--- src/rtl/sysid_checker_pkg.sv ---
// Shared types and constants for the system-ID checker.
//   state_e     : checker sequence states
//   ADDR_ID/TS  : slave word addresses of the ID and timestamp registers
//   widths      : data, stall-timer and retry-counter widths
package sysid_checker_pkg;

    localparam int unsigned DATA_W  = 32;
    localparam int unsigned TMR_W   = 16;
    localparam int unsigned RETRY_W = 4;

    localparam logic ADDR_ID = 1'b0;
    localparam logic ADDR_TS = 1'b1;

    typedef enum logic [2:0] {
        IDLE,
        RD_ID,
        RD_TS,
        CHECK,
        DONE
    } state_e;

endpackage

--- src/rtl/sysid_read_timer.sv ---
// Counts cycles in which a read is held off by waitrequest.
//   clk_i     : clock
//   rst_ni    : asynchronous active-low reset
//   clr_i     : restart the count (wins over en_i)
//   en_i      : one stalled read cycle
//   expired_o : registered, high while the count sits at TIMEOUT_CYCLES
module sysid_read_timer
    import sysid_checker_pkg::*;
#(
    parameter int unsigned TIMEOUT_CYCLES = 255
) (
    input  logic clk_i,
    input  logic rst_ni,
    input  logic clr_i,
    input  logic en_i,
    output logic expired_o
);

    localparam logic [TMR_W-1:0] LIMIT = TMR_W'(TIMEOUT_CYCLES);

    logic [TMR_W-1:0] count_q, count_d;
    logic             expired_q, expired_d;

    // Saturate at the limit so a late accept still sees a stable expiry.
    always_comb begin
        count_d = count_q;
        if (clr_i) begin
            count_d = '0;
        end else if (en_i && (count_q != LIMIT)) begin
            count_d = count_q + TMR_W'(1);
        end
        expired_d = (count_d == LIMIT);
    end

    always_ff @(posedge clk_i or negedge rst_ni) begin
        if (!rst_ni) begin
            count_q   <= '0;
            expired_q <= 1'b0;
        end else begin
            count_q   <= count_d;
            expired_q <= expired_d;
        end
    end

    assign expired_o = expired_q;

endmodule

--- config.mk ---
export PLATFORM = sky130hd
export DESIGN_NAME = sysid_read_timer
export DESIGN_NICKNAME = d
export VERILOG_FILES = /design/src/rtl/sysid_checker_pkg.sv /design/src/rtl/sysid_read_timer.sv
export SDC_FILE = /design/constraint.sdc
export NUM_CORES = 1
export LEC_CHECK = 0
export ABC_CLOCK_PERIOD_IN_PS = 1700
export CORE_MARGIN = 3
export CORE_UTILIZATION = 50
export DETAILED_ROUTE_END_ITERATION = 10
export HOLD_SLACK_MARGIN = 0.08
export PLACE_DENSITY = 0.7
export SYNTH_ARGS = -nofsm -noshare
export SYNTH_HDL_FRONTEND = slang
export SYNTH_SLANG_ARGS = --single-unit
--- constraint.sdc ---
create_clock -name clk_i -period 1.7 [get_ports clk_i]
set_input_delay 0.17 -clock clk_i [delete_from_list [all_inputs] [get_ports clk_i]]
set_output_delay 0.17 -clock clk_i [all_outputs]
set_load 0.01 [all_outputs]
==> results.toml <==
[logic_synthesis]
synth_top_area_share_pct = 36.7
mapped_nets = 125
seq_area_frac_synth_pct = 36.7
synth-adder-area-share_pct = 1.08
distinct_cell_type_count_after_synthesis = 42
postSynthCellCount = 120
synth.area.top_cells = "sky130_fd_sc_hd__dfrtp_1, sky130_fd_sc_hd__nor4_4, sky130_fd_sc_hd__nor2_1"
synth_area_per_cell_um2 = 9.66
synth-simple-area-share_pct = 33.6
dominant_combinational_cell_family_by_area_after_synthesis = "simple AND/OR/NAND/NOR gates"
postSynthRegisterBits = 17
synth_top_cell_by_area = "sky130_fd_sc_hd__dfrtp_1"
synth_compound_area_share_pct = 12.4
synth.mux.area_fraction_pct = 3.56
post_synth_xor_area_fraction_pct = 6.05
post_synth_instance_area_um2 = 1160
ys_warn_count = 0

[final_layout]
layout.cells.most_common = "sky130_fd_sc_hd__buf_4"
area_growth_pct = 50.1
final_net_count = 182
fraction_of_final_layout_cells_with_drive_strength_greater_than_1_pct = 48.3
layout.cells.most_common_list = "sky130_fd_sc_hd__buf_4, sky130_fd_sc_hd__nor2_1, sky130_fd_sc_hd__dfrtp_1"
final_core_util_pct = 83.5
antennaDiodeCount = 0
finalNonFillerCells = 203
nFillCells = 115

[sta]
rsz0062_at_grt = "true"
max_clock_freq_ghz = 0.539
setup_violations = 6
final_worst_path_period_share_pct = 109
finalHoldViolCount = 0
timing.clock.skew_ns = 0.0136
worst_setup_slack_final_ns = -0.157
transition_at_the_pin_with_the_smallest_max_transition_slack_ns = 0.310
worst_slew_margin_rel_pct = 79.2
maxSlewViolCount = 0
holdWs_ns = 0.148
minimum_clock_period_after_layout_ns = 1.86

[power_and_ir_drop]
power.static_leakage_nw = 0.798
largest_vdd_supply_drop_uv = 511
power.net_switching_w = 0.000215
power.total_w = 0.000763
share_clk_of_total_power_pct = 32.7
internal-power_w = 0.000547
seq_power_share_pct = 54.4
switching_share_pct = 28.3
power.combinational.fraction_pct = 12.9
power_per_cell_area_nw_per_um2 = 438

[worst_setup_path]
cp-start-kind = "register"
most_numerous_cell_on_the_critical_path = "sky130_fd_sc_hd__nand4_1"
wp_data_required_ns = 1.92
regToRegEndpoint = "expired_o"
cp_cell_sequence = "ha_4, buf_4, nand4_1, o21ba_2, a211oi_2, nand4_1, nor4_2"
critPathCapture = "expired_o"
critical_path_depth = 7
worst_ep_arrival_time_ns = 2.08
worst_path_dominant_cell_family = "simple AND/OR/NAND/NOR gates"
crit_path_start = "count_q[1]"
critical_path_slowest_stage_cell = "sky130_fd_sc_hd__dfrtp_1"
timing.reg2reg.setup_slack_ns = -0.16
timing.setup.critical_path_class = "reg -> reg"
worst_r2r_startpoint = "count_q[1]"
crit_path_max_incr_delay_ns = 0.40
worst-path-buf-inv = 1
critical_path.endpoint_type = "register"
crit_fanout = 4
r2r.worst_path.cells = 7

[floorplan]
boundaryPins = 5
die_y_um = 54.1
initial_utilization_pct = 55.6
coreArea_um2 = 2080
die_area_um2 = 2930
die_width_um = 54.1
rows = 16

[clock_network]
cts-buffers-inserted = 3
cts.htree.levels = 1
cts_root_buffer = "sky130_fd_sc_hd__clkbuf_4"
clock_sink_count = 17
cts-hold-fix-buffers = 0
worstSkewPairLatency_ns = 0.32
clk_transition_reported_paths_ns = 0.12
cts_tree = "done"
clockBufferDepth = 2

[min_path]
hold_path_class = "in -> async"

[run_status]
outcome = "finished, violations left"
violations = "negative setup slack"

[global_route]
overall_routing_resource_usage_pct = 24.4
first_global_vias = 1109
grt_pass1_wl_mm = 5.04
grt-ovfl-total = 0
maximum_number_of_pins_on_one_net_before_global_route_repair = 18
antenna_violations_before_repair = 0

[place]
portBuffers = 4
dpl.hpwl_mm = 2.29
dp_worst_setup_slack_ns = -0.342
cell_count_post_placement = 187
gpl.final_weighted_congestion = 0.929

[run]
drv_cap = 0

[detailed_routing]
drt_iter0_markers = 35
drt-pass1-iter-count = 4
vias = 1235
drt_drc_violations_left = 0
antenna_nets_post_route = 0
average_detailed_routed_wire_length_per_instance_um = 17.8
route.final.wire_length_mm = 3.61
via_per_inst = 6.08
## cells by family (layout without fill, tap and decap cells)
kind of cell / count (synthesis) / after routing
flops: 17 / 17
compound gates: 18 / 18
mux: 4 / 4
fa+ha+maj: 1 / 1
xor+xnor: 8 / 8
simple gates: 58 / 58
buf+inv: 14 / 70
## metrics by stage
step | cell area, µm² | TNS, ns
CTS | 1630 | -0.164
global placement | 1530 | -0.887
floorplan | 1190 | 0
global route | 1740 | -0.935
finish | 1740 | -0.285
detailed placement | 1530 | -1.46
## power groups by stage
| stage | Combinational (W) | Sequential, W | Clock [W] |
|---|---|---|---|
| floorplan | 0.0000385 | 0.000426 | 0 |
| global placement | 0.0000886 | 0.000422 | 0 |
| detailed placement | 0.0000905 | 0.000423 | 0 |
| CTS | 0.0000913 | 0.000415 | 0.000233 |
| global route | 0.000107 | 0.000416 | 0.000261 |
| finish | 0.0000986 | 0.000415 | 0.000249 |
## worst min-delay path by stage
stage	startpoint	to	slack, ns	cells after the start
6_report	rst_ni	count_q[3]	0.15	2
5_1_grt	rst_ni	count_q[3]	0.16	2
4_1_cts	rst_ni	count_q[8]	0.18	2
3_5_place_dp	rst_ni	count_q[3]	0.51	2
3_3_place_gp	rst_ni	count_q[3]	0.52	2
2_1_floorplan	rst_ni	count_q[0]	-0.13	0
## layer usage
layer,track usage (%),up-vias,wire length [µm]
li1,-,553,-
met1,29.1,611,1480
met4,13.7,0,121
met5,0,-,0
met2,41.4,57,1790
met3,3.60,14,228
## Yosys cell counts
library cell and instances:
sky130_fd_sc_hd__nor2_1 14, sky130_fd_sc_hd__clkbuf_1 1, sky130_fd_sc_hd__nand3b_1 1, sky130_fd_sc_hd__buf_6 3, sky130_fd_sc_hd__and4_1 1, sky130_fd_sc_hd__nor3_1 6, sky130_fd_sc_hd__mux2_2 1, sky130_fd_sc_hd__nand4b_1 1
sky130_fd_sc_hd__nand3_1 7, sky130_fd_sc_hd__o32ai_2 1, sky130_fd_sc_hd__nand4_2 1, sky130_fd_sc_hd__nor4_2 1, sky130_fd_sc_hd__nor4_1 3, sky130_fd_sc_hd__or3_1 2, sky130_fd_sc_hd__a2111oi_0 1, sky130_fd_sc_hd__o31a_1 1
sky130_fd_sc_hd__xor2_1 2, sky130_fd_sc_hd__o21ai_1 1, sky130_fd_sc_hd__dfrtp_1 17, sky130_fd_sc_hd__nor4_4 3, sky130_fd_sc_hd__mux2i_1 3, sky130_fd_sc_hd__and3_1 1, sky130_fd_sc_hd__nor2b_1 3, sky130_fd_sc_hd__o21ai_0 1
sky130_fd_sc_hd__a41o_1 1, sky130_fd_sc_hd__nand4_4 1, sky130_fd_sc_hd__o311a_2 1, sky130_fd_sc_hd__o211ai_1 1, sky130_fd_sc_hd__and3_2 1, sky130_fd_sc_hd__xnor2_1 6, sky130_fd_sc_hd__clkbuf_2 1, sky130_fd_sc_hd__o21ba_2 1
sky130_fd_sc_hd__o2111ai_1 1, sky130_fd_sc_hd__nand2_1 5, sky130_fd_sc_hd__a211oi_1 4, sky130_fd_sc_hd__and2_1 1, sky130_fd_sc_hd__nand4_1 5, sky130_fd_sc_hd__o21a_1 1, sky130_fd_sc_hd__nor3_4 1, sky130_fd_sc_hd__inv_1 9
sky130_fd_sc_hd__a21oi_1 3, sky130_fd_sc_hd__ha_1 1
## cell type report
| cell class | instances | area, µm² | area share [%] |
|---|---|---|---|
| clock buffers | 4 | 26.3 | 1.51 |
| multi-input cells | 89 | 771 | 44.3 |
| repair buffers | 57 | 445 | 25.6 |
| flip-flops and latches | 17 | 429 | 24.7 |
| well taps | 27 | 33.8 | 1.94 |
| inverters | 9 | 33.8 | 1.94 |
## state kept, by name, summed over array words and instances (netlist names)
register,cells
count_q,16
expired_o,1
## timing repair
action,CTS,global route
endpoints found under the setup margin,5,9
pin swaps,8,2
buffers inserted,6,6
resized for setup,7,12
Power figures use the tool's default switching activity.
